--- config.mk ---
export PLATFORM = sky130hd
export DESIGN_NAME = debug_step_ctrl_flat
export DESIGN_NICKNAME = d
export VERILOG_FILES = /design/src/rtl/debug_step_ctrl_pkg.sv /design/src/rtl/debug_step_ctrl_if.sv /design/src/rtl/debug_step_timer.sv /design/src/rtl/debug_step_ctrl.sv /design/src/flat_wrapper.sv
export SDC_FILE = /design/constraint.sdc
export NUM_CORES = 1
export LEC_CHECK = 0
export ABC_CLOCK_PERIOD_IN_PS = 3600
export CORE_MARGIN = 2
export CORE_UTILIZATION = 50
export CTS_BUF_LIST = sky130_fd_sc_hd__clkbuf_4
export CTS_CLUSTER_SIZE = 24
export DETAILED_ROUTE_END_ITERATION = 10
export GPL_TIMING_DRIVEN = 0
export PLACE_DENSITY_LB_ADDON = 0.25
export SYNTH_ARGS = -nofsm -noshare
export SYNTH_HDL_FRONTEND = slang
export SYNTH_SLANG_ARGS = --single-unit
--- constraint.sdc ---
create_clock -name sys_clk_ext -period 3.6 [get_ports sys_clk_ext]
set_input_delay 0.72 -clock sys_clk_ext [delete_from_list [all_inputs] [get_ports sys_clk_ext]]
set_output_delay 0.72 -clock sys_clk_ext [all_outputs]
set_load 0.05 [all_outputs]
--- src/rtl/debug_step_ctrl_pkg.sv ---
// rtl/debug_step_ctrl_pkg.sv - states, default phase lengths and host endpoint map for debug_step_ctrl
package debug_step_ctrl_pkg;

    typedef enum logic [1:0] {
        ST_IDLE  = 2'd0,
        ST_HI    = 2'd1,
        ST_LO    = 2'd2,
        ST_CHECK = 2'd3
    } step_state_e;

    localparam int DEF_STEP_HI_CYCLES = 4;
    localparam int DEF_STEP_LO_CYCLES = 4;

    // Host wire-out endpoints for progress readback
    localparam logic [7:0] EP_STEPS_DONE_LO = 8'h24;
    localparam logic [7:0] EP_STEPS_DONE_HI = 8'h25;
    localparam logic [7:0] EP_STATUS        = 8'h26;

    function automatic int timer_width(input int hi_cycles, input int lo_cycles);
        int longest;
        longest = (hi_cycles > lo_cycles) ? hi_cycles : lo_cycles;
        return (longest < 2) ? 1 : $clog2(longest);
    endfunction

endpackage

--- src/rtl/debug_step_ctrl_if.sv ---
// rtl/debug_step_ctrl_if.sv - host request / debug unit signal bundle for debug_step_ctrl
interface debug_step_ctrl_if #(
    parameter int CNT_W = 16
);
    logic             debug_enable;
    logic             step_req;
    logic             run_req;
    logic             halt_req;
    logic [CNT_W-1:0] step_count;
    logic [7:0]       break_addr;
    logic             break_en;
    logic [7:0]       clock_counter;
    logic             single_step;
    logic             busy;
    logic             done;
    logic             break_hit;
    logic [CNT_W-1:0] steps_done;

    modport master (
        output debug_enable, step_req, run_req, halt_req, step_count,
               break_addr, break_en, clock_counter,
        input  single_step, busy, done, break_hit, steps_done
    );

    modport slave (
        input  debug_enable, step_req, run_req, halt_req, step_count,
               break_addr, break_en, clock_counter,
        output single_step, busy, done, break_hit, steps_done
    );

endinterface

--- src/rtl/debug_step_timer.sv ---
// rtl/debug_step_timer.sv - loadable down-counter; expired_o marks the last cycle of a HI/LO phase
module debug_step_timer #(
    parameter int W = 2
) (
    input  logic         clk,
    input  logic         rst_n,
    input  logic         load_i,
    input  logic [W-1:0] load_val_i,
    output logic         expired_o
);

    logic [W-1:0] cnt_q;

    always_ff @(posedge clk or negedge rst_n) begin
        if (!rst_n) begin
            cnt_q <= '0;
        end else if (load_i) begin
            cnt_q <= load_val_i;
        end else if (cnt_q != '0) begin
            cnt_q <= cnt_q - W'(1);
        end
    end

    assign expired_o = (cnt_q == '0);

endmodule

--- src/rtl/debug_step_ctrl.sv ---
// rtl/debug_step_ctrl.sv - host single-step sequencer for the debug clock gate
// Breakpoint compare and break_hit exist only when DEBUG_STEP_BREAK_EN is defined.
module debug_step_ctrl
    import debug_step_ctrl_pkg::*;
#(
    parameter int CNT_W          = 16,
    parameter int STEP_HI_CYCLES = DEF_STEP_HI_CYCLES,
    parameter int STEP_LO_CYCLES = DEF_STEP_LO_CYCLES
) (
    input  logic             sys_clk_ext,
    input  logic             reset_n,
    debug_step_ctrl_if.slave dbg
);

    localparam int TMR_W = timer_width(STEP_HI_CYCLES, STEP_LO_CYCLES);

    // LO must outlast the debug unit's 2-cycle gated-edge latency plus re-arm
    if (STEP_HI_CYCLES < 1) begin : g_hi_chk
        $error("STEP_HI_CYCLES must be at least 1");
    end
    if (STEP_LO_CYCLES < 3) begin : g_lo_chk
        $error("STEP_LO_CYCLES must be at least 3");
    end

    step_state_e      state_q, state_d;
    logic [CNT_W-1:0] steps_q, steps_d;
    logic [CNT_W-1:0] count_q, count_d;
    logic             run_q, run_d;
    logic             brk_en_q, brk_en_d;
    logic             halt_q, halt_d;
    logic             done_q, done_d;
    logic             hit_q, hit_d;
    logic             tmr_load;
    logic [TMR_W-1:0] tmr_val;
    logic             tmr_exp;
    logic             brk_match;
    logic             enter_hi;
    logic             end_seq;

    debug_step_timer #(.W(TMR_W)) u_timer (
        .clk        (sys_clk_ext),
        .rst_n      (reset_n),
        .load_i     (tmr_load),
        .load_val_i (tmr_val),
        .expired_o  (tmr_exp)
    );

`ifdef DEBUG_STEP_BREAK_EN
    assign brk_match = brk_en_q && (dbg.clock_counter == dbg.break_addr);
`else
    logic unused_break;
    assign brk_match    = 1'b0;
    assign unused_break = ^{dbg.break_addr, dbg.clock_counter, brk_en_q};
`endif

    always_ff @(posedge sys_clk_ext or negedge reset_n) begin
        if (!reset_n) begin
            state_q  <= ST_IDLE;
            steps_q  <= '0;
            count_q  <= '0;
            run_q    <= 1'b0;
            brk_en_q <= 1'b0;
            halt_q   <= 1'b0;
            done_q   <= 1'b0;
            hit_q    <= 1'b0;
        end else begin
            state_q  <= state_d;
            steps_q  <= steps_d;
            count_q  <= count_d;
            run_q    <= run_d;
            brk_en_q <= brk_en_d;
            halt_q   <= halt_d;
            done_q   <= done_d;
            hit_q    <= hit_d;
        end
    end

    always_comb begin
        state_d  = state_q;
        steps_d  = steps_q;
        count_d  = count_q;
        run_d    = run_q;
        brk_en_d = brk_en_q;
        halt_d   = halt_q;
        done_d   = 1'b0;
        hit_d    = hit_q;
        tmr_load = 1'b0;
        tmr_val  = '0;
        enter_hi = 1'b0;
        end_seq  = 1'b0;

        unique case (state_q)
            ST_IDLE: begin
                if (dbg.debug_enable && !dbg.halt_req) begin
                    if (dbg.step_req) begin
                        steps_d = '0;
                        if (dbg.step_count == '0) begin
                            done_d = 1'b1;
                        end else begin
                            hit_d    = 1'b0;
                            count_d  = dbg.step_count;
                            run_d    = 1'b0;
                            brk_en_d = dbg.break_en;
                            enter_hi = 1'b1;
                        end
                    end else if (dbg.run_req) begin
                        steps_d  = '0;
                        hit_d    = 1'b0;
                        run_d    = 1'b1;
                        brk_en_d = dbg.break_en;
                        enter_hi = 1'b1;
                    end
                end
            end
            ST_HI: begin
                if (dbg.halt_req) halt_d = 1'b1;
                if (tmr_exp) begin
                    state_d  = ST_LO;
                    tmr_load = 1'b1;
                    tmr_val  = TMR_W'(STEP_LO_CYCLES - 1);
                end
            end
            ST_LO: begin
                if (dbg.halt_req) halt_d = 1'b1;
                if (tmr_exp) state_d = ST_CHECK;
            end
            ST_CHECK: begin
                if (brk_match) begin
                    hit_d   = 1'b1;
                    end_seq = 1'b1;
                end else if (halt_q || dbg.halt_req) begin
                    end_seq = 1'b1;
                end else if (!run_q && (steps_q == count_q)) begin
                    end_seq = 1'b1;
                end else begin
                    enter_hi = 1'b1;
                end
            end
            default: state_d = ST_IDLE;
        endcase

        if (enter_hi) begin
            state_d  = ST_HI;
            tmr_load = 1'b1;
            tmr_val  = TMR_W'(STEP_HI_CYCLES - 1);
            if (steps_d != '1) steps_d = steps_d + CNT_W'(1);
        end

        if (end_seq) begin
            state_d = ST_IDLE;
            done_d  = 1'b1;
            halt_d  = 1'b0;
        end

        // Losing debug_enable mid-sequence drops the step level at once
        if ((state_q != ST_IDLE) && !dbg.debug_enable) begin
            state_d  = ST_IDLE;
            done_d   = 1'b1;
            halt_d   = 1'b0;
            steps_d  = steps_q;
            hit_d    = hit_q;
            tmr_load = 1'b0;
        end
    end

    assign dbg.single_step = (state_q == ST_HI);
    assign dbg.busy        = (state_q != ST_IDLE);
    assign dbg.done        = done_q;
    assign dbg.break_hit   = hit_q;
    assign dbg.steps_done  = steps_q;

endmodule

--- src/flat_wrapper.sv ---
// flat-port wrapper written by rule: the top's interface ports become plain ports
module debug_step_ctrl_flat import debug_step_ctrl_pkg::*;
#(
    parameter int CNT_W          = 16,
    parameter int STEP_HI_CYCLES = DEF_STEP_HI_CYCLES,
    parameter int STEP_LO_CYCLES = DEF_STEP_LO_CYCLES
)
  (sys_clk_ext, reset_n, dbg_debug_enable, dbg_step_req, dbg_run_req, dbg_halt_req, dbg_step_count, dbg_break_addr, dbg_break_en, dbg_clock_counter, dbg_single_step, dbg_busy, dbg_done, dbg_break_hit, dbg_steps_done);
  debug_step_ctrl_if #(.CNT_W(CNT_W)) dbg_i ();
  input  logic sys_clk_ext;
  input  logic reset_n;
  input wire logic [$bits(dbg_i.debug_enable)-1:0] dbg_debug_enable;
  input wire logic [$bits(dbg_i.step_req)-1:0] dbg_step_req;
  input wire logic [$bits(dbg_i.run_req)-1:0] dbg_run_req;
  input wire logic [$bits(dbg_i.halt_req)-1:0] dbg_halt_req;
  input wire logic [$bits(dbg_i.step_count)-1:0] dbg_step_count;
  input wire logic [$bits(dbg_i.break_addr)-1:0] dbg_break_addr;
  input wire logic [$bits(dbg_i.break_en)-1:0] dbg_break_en;
  input wire logic [$bits(dbg_i.clock_counter)-1:0] dbg_clock_counter;
  output wire logic [$bits(dbg_i.single_step)-1:0] dbg_single_step;
  output wire logic [$bits(dbg_i.busy)-1:0] dbg_busy;
  output wire logic [$bits(dbg_i.done)-1:0] dbg_done;
  output wire logic [$bits(dbg_i.break_hit)-1:0] dbg_break_hit;
  output wire logic [$bits(dbg_i.steps_done)-1:0] dbg_steps_done;
  assign dbg_i.debug_enable = dbg_debug_enable;
  assign dbg_i.step_req = dbg_step_req;
  assign dbg_i.run_req = dbg_run_req;
  assign dbg_i.halt_req = dbg_halt_req;
  assign dbg_i.step_count = dbg_step_count;
  assign dbg_i.break_addr = dbg_break_addr;
  assign dbg_i.break_en = dbg_break_en;
  assign dbg_i.clock_counter = dbg_clock_counter;
  assign dbg_single_step = dbg_i.single_step;
  assign dbg_busy = dbg_i.busy;
  assign dbg_done = dbg_i.done;
  assign dbg_break_hit = dbg_i.break_hit;
  assign dbg_steps_done = dbg_i.steps_done;
  debug_step_ctrl #(.CNT_W(CNT_W), .STEP_HI_CYCLES(STEP_HI_CYCLES), .STEP_LO_CYCLES(STEP_LO_CYCLES)) u_core (.sys_clk_ext(sys_clk_ext), .reset_n(reset_n), .dbg(dbg_i));
endmodule
* Word level (Yosys, flattened, before mapping) *
Cells that the tools add are included.

storage, ports and cells
  word-level logic and storage cells = 89
  bits of input ports = 39
  bits in registers = 40

operators by class
  reductions and logical operators = 23
  bitwise logic cells = 2
  muxes and demuxes = 46
  equality and inequality tests = 8
  add/subtract/negate cells = 2

operators with widths
  cell                                                                   count
  16-bit 2-to-1 mux                                                      6
  1-bit 2-to-1 mux                                                       28
  2-bit 2-to-1 mux                                                       10
  16-bit by 1-bit adder with 16-bit output, second input constant        1
  16-bit equality test                                                   1
  16-bit zero test                                                       1
  16-bit != test, second input constant                                  1
  5-bit by 1-bit != test with 1-bit output, second input constant        2
  4-bit AND reduction                                                    2
  2-bit nonzero test                                                     4
  3-bit nonzero test                                                     2
  5-bit AND reduction                                                    1
  5-bit nonzero test                                                     1
  2-bit equality test, second input constant                             2
  2-bit zero test                                                        2
  2-bit one-hot mux with 2 select lines                                  1
  1-bit logical AND                                                      3
  1-bit zero test                                                        3
  3-bit AND reduction                                                    1
  2-bit by 1-bit equality test with 1-bit output, second input constant  1
  2-bit != test, second input constant                                   1
  1-bit inverter                                                         2
  1-bit one-hot mux with 2 select lines                                  1
  2-bit AND reduction                                                    1
  other kinds (3)                                                        3

* Depth between registers and ports, before layout *
  depth after elaboration = 8
  mapped depth = 13

* Modules after synthesis *
A second synthesis with hierarchy kept.

unflattened totals
  cell total of the unflattened synthesis = 216
  area total of the unflattened synthesis = 2249.7 um^2

by module, submodules not included
  module            cells each  times used  seq. area each (um^2)  area each (um^2)
  debug_step_ctrl   204         1           925.9                  2135.8
  debug_step_timer  12          1           50.0                   113.9

* Worst setup path before layout *
Ideal clock, no wire load.

  path type = input port to flip-flop
  start = input dbg_run_req
  end = register u_core.steps_q[1], in the netlist u_core.dbg.steps_done[1]
  cell stages on the path = 9
  path slack = 709 ps
  data arrival time = 2768 ps
  path buffers = 1
  data required time = 3476 ps
  cell sequence = o21ai_0 > and2_1 > ha_1 > nand2_1 > nor3_1 > nor4b_2 > buf_2 > nor3_1 > a211o_1

between the ends
  word-level cells in the longest chain between the ends = 7
  elaborated cells on any way between the ends = 12
  classes of those cells = add/sub (1); eq/ne (1); mux (10)

RTL lines
  what                                                                               line                    RTL
  start: declaration                                                                 flat_wrapper.sv:14      input wire logic [$bits(dbg_i.run_req)-1:0] dbg_run_req;
  16-bit 2-to-1 mux                                                                  debug_step_ctrl.sv:106  end else if (dbg.run_req) begin
  16-bit 2-to-1 mux                                                                  debug_step_ctrl.sv:95   if (dbg.step_req) begin
  16-bit 2-to-1 mux                                                                  debug_step_ctrl.sv:94   if (dbg.debug_enable && !dbg.halt_req) begin
  16-bit 2-to-1 mux                                                                  debug_step_ctrl.sv:92   unique case (state_q)
  16-bit by 1-bit adder with 16-bit output / 16-bit != test (equally long branches)  debug_step_ctrl.sv:146  if (steps_d != '1) steps_d = steps_d + CNT_W'(1);
  16-bit 2-to-1 mux                                                                  debug_step_ctrl.sv:146
  16-bit 2-to-1 mux (*)                                                              debug_step_ctrl.sv:142  if (enter_hi) begin
  end signal: assignment                                                             debug_step_ctrl.sv:68   steps_q <= steps_d;
  end: declaration                                                                   debug_step_ctrl.sv:26   logic [CNT_W-1:0] steps_q, steps_d;

Mark *: on every way between the ends. The rest lies on a longest branch, timed or not.
A chain may end at the register's enable or synchronous reset.

* Final worst setup path *
Ends and elaborated chain as after synthesis.

==> impl_metrics.csv <==
group,metric,value,unit
drt,first_iter_violations,111,
cells_and_area,instances_no_fill,319,
cells_and_area,nets,311,
clocking,root_buffer,"clkbuf_4",
floorplanning,die_h,70.6,um
flow_run,drv_cap,0,
clocking,path_clk_slew,130,ps
worst_setup_path,crit_chain,"clkdlybuf4s50_1, o21ai_1, and2_1, ha_1, nand2_1, nor3_1, nor4b_4, buf_2, nor3_1, a211o_1",
power,power.share.switching,38.2,%
worst_setup_path,critPathRequiredTime,3860,ps
clocking,clock_latency,360,ps
global_route,grt.overflow.total,0,
global_route,antenna_found_initial,0,
logic_synthesis,yosysTopAreaCell,"dfrtp_1",
global_route,grt_pass1_vias,1801,
drt,vias_per_cell,5.84,
cells_and_area,drive_above_1_share,13.1,%
logic_synthesis,netlist_area,2220,um2
drt,firstDrtPassIters,4,
floorplanning,start_util,51.2,%
sta,hold_viol_final,0,
floorplanning,die_x,70.6,um
cells_and_area,fin_util,64.5,%
clocking,numCtsBuffers,5,
sta,timing.final.crit_share,93.3,%
worst_setup_path,crit_path_top_delay_cell,"o21ai_1",
logic_synthesis,synth_cell_types,42,
sta,setup_slack,242,ps
logic_synthesis,ys_ff_latch,39,
sta,fin_skew,16.9,ps
worst_setup_path,cp_common_cell,"nor3_1",
power,net-switching-power,0.708,mW
clocking,htree_levels,2,
place,hpwl,4130,um
floorplanning,io_pins,59,
worst_setup_path,cp_slowest_stage_delay,490,ps
power,power,1.85,mW
power,p_int,1.15,mW
logic_synthesis,syn_nets,264,
cells_and_area,diodes,0,
drt,drt_wl_total,5550,um
logic_synthesis,ys_top_cells_by_area,"dfrtp_1, mux2_2, xor2_1",
logic_synthesis,yosysSeqAreaShare,44.0,%
place,place_ws,-530,ps
place,io_buffer_count,40,
floorplanning,die-area,4980,um2
sta,fin_crit,3360,ps
clocking,ctsLongestPathBuffers,2,
min_path,hold_class,"input pin to asynchronous set/reset pin",
cells_and_area,final-seq-area,976,um2
worst_setup_path,worstSetupPathType,"input pin to register",
logic_synthesis,yosys_warnings,0,
sta,finalSetupViolations,0,
worst_setup_path,startpoint_type,"input pin",
place,place_congestion,0.794,
place,dp.cells,311,
floorplanning,num_rows,24,
global_route,grt_use_total,23.1,%
sta,tightest_slew,874,ps
drt,postRouteAntennaNets,0,
drt,remaining_drc_errors,0,
power,ir_drop,403,uV
sta,timing.fmax,0.298,GHz
power,pwr-share-comb,42.6,%
worst_setup_path,cp_max_fo,10,
power,power_leakage,1.18,nW
drt,post_drt_wl_per_cell,17.4,um
floorplanning,core,4320,um2
power,seqPwrFrac,37.3,%
worst_setup_path,cp-end-kind,"register",
logic_synthesis,synth_top_area_share,44.0,%
cells_and_area,nFillCells,360,
outcome,outcome,"completed",
power,power_density,664,nW/um2
sta,rsz0062_at_grt,"false",
drt,vias,1864,
clocking,cts_tree,"yes",
power,power.share.clock,20.2,%
sta,maxSlewViolCount,0,
sta,max-slew-margin-rel,41.7,%
logic_synthesis,avgSynthCellArea,10.1,um2
global_route,grt_pass1_wl,8900,um
cells_and_area,multi_input_comb_area,1190,um2
global_route,grt_max_degree,40,
clocking,post_cts_buffers,0,
worst_setup_path,arrival,3620,ps
cells_and_area,area_delta_synth_final,25.9,%
logic_synthesis,syn_inst,219,
clocking,clock-sinks,39,
[timing repair]
item / CTS / global route
pin swaps: 0 / 0
endpoints found under the setup margin: 3 / 11
hold buffers: 0 / 0
gates resized for setup: 1 / 1
[layout by cell type (no fill, tap or decap), types with 2 or more instances in the layout]
cell type,count
clkdlybuf4s50_1,39
dfrtp_1,39
nor2_1,17
mux2_2,16
xor2_1,12
nand2_1,11
a21oi_1,11
xnor2_1,10
inv_1,9
nor3_1,9
nor4_1,7
nand4_1,6
nand3_1,6
or4_1,6
ha_1,6
clkbuf_4,6
o21a_1,5
o21ai_0,5
o31ai_1,5
or3_1,4
o21ai_1,3
and2_1,3
buf_2,3
a211o_1,3
nand3b_1,2
clkbuf_1,2
nor4b_1,2
and3_1,2
bufinv_16,2
[per-stage QoR]
stage	TNS (ps)	hold slack, ps	cell area (um2)
after floorplan	0	424	2220
after global placement	-4370	478	2680
after detailed placement	-4930	484	2680
after CTS	0	483	2780
after global routing	0	534	2790
final	0	460	2790
[power groups by stage]
stage,Combinational [mW],Sequential [mW],Clock [mW]
after floorplan,0.523,0.730,0
after global placement,0.767,0.693,0
after detailed placement,0.785,0.700,0
after CTS,0.790,0.689,0.377
after global routing,0.863,0.707,0.393
final,0.789,0.691,0.374
[flip-flops by register name, summed over array words and instances (netlist names)]
register	flops
u_core.state_q	2
u_core.u_timer.cnt_q	2
u_core.dbg.steps_done	16
u_core.dbg.done	1
u_core.count_q	16
u_core.halt_q	1
u_core.run_q	1
[metal layers]
metal / GRT usage, % / routed length (um)
met1: 32.6 / 2590
met2: 36.3 / 2610
met3: 3.85 / 258
met4: 8.60 / 99
met5: 0 / 0
[Yosys cell counts, drive strengths merged]
master   n
dfrtp   39
nor2    17
mux2    16
xor2    12
a21oi   11
nand2   11
xnor2   10
inv      9
nor3     9
o21ai    8
nand4    7
nor4     7
ha       6
nand3    6
or4      6
o21a     5
o31ai    5
or3      4
a211o    3
and2     3
buf      3
nor4b    3
and3     2
clkbuf   2
nand3b   2
or2      2
a211oi   1
and4     1
conb     1
mux2i    1
nand2b   1
o21ba    1
o22a     1
o22ai    1
o311a    1
o41a     1
or3b     1
[critical path: cells and delay by family]
kind | cells | cell delay (ps)
and+or+nand+nor | 5 | 1090
buffers and inverters | 2 | 810
AOI/OAI and AO/OA | 2 | 780
adders and majority gates | 1 | 210
[cell type report]
| cell class | instances | share of cell area (%) |
|---|---|---|
| Tap cell | 52 | 2.33 |
| Multi-Input combinational cell | 166 | 42.6 |
| Clock buffer | 6 | 1.61 |
| Clock inverter | 2 | 2.15 |
| Timing Repair Buffer | 40 | 14.2 |
| Sequential cell | 39 | 35.0 |
| Inverter | 9 | 1.21 |
| Buffer | 5 | 0.897 |
[path summary, 6_finish.rpt]
kind / from / end / slack (ps) / depth (start not counted)
worst max-delay path: dbg_run_req / u_core.dbg.steps_done[1]$_DFFE_PN0N_ / 240 / 10
worst min register to register: u_core.halt_q$_DFFE_PN0P_ / u_core.halt_q$_DFFE_PN0P_ / 510 / 2
worst max register to register: u_core.state_q[0]$_DFFE_PN0P_ / u_core.dbg.steps_done[1]$_DFFE_PN0N_ / 330 / 13
worst min-delay path: reset_n / u_core.count_q[12]$_DFFE_PN0P_ / 460 / 1
max in group asynchronous: reset_n / u_core.dbg.steps_done[11]$_DFFE_PN0N_ / 2580 / 1
min in group sys_clk_ext: u_core.halt_q$_DFFE_PN0P_ / u_core.halt_q$_DFFE_PN0P_ / 510 / 2
[cells by family after synthesis]
logic type / after synthesis / share of synthesized area, %
simple gates: 82 / 20.9
flops: 39 / 44.0
compound gates: 38 / 11.5
xor+xnor: 22 / 8.70
mux: 17 / 8.58
buf+inv: 14 / 2.65
fa+ha+maj: 6 / 3.39
other cells: 1 / 0.169
No activity file was read; power rests on OpenSTA's default activity.
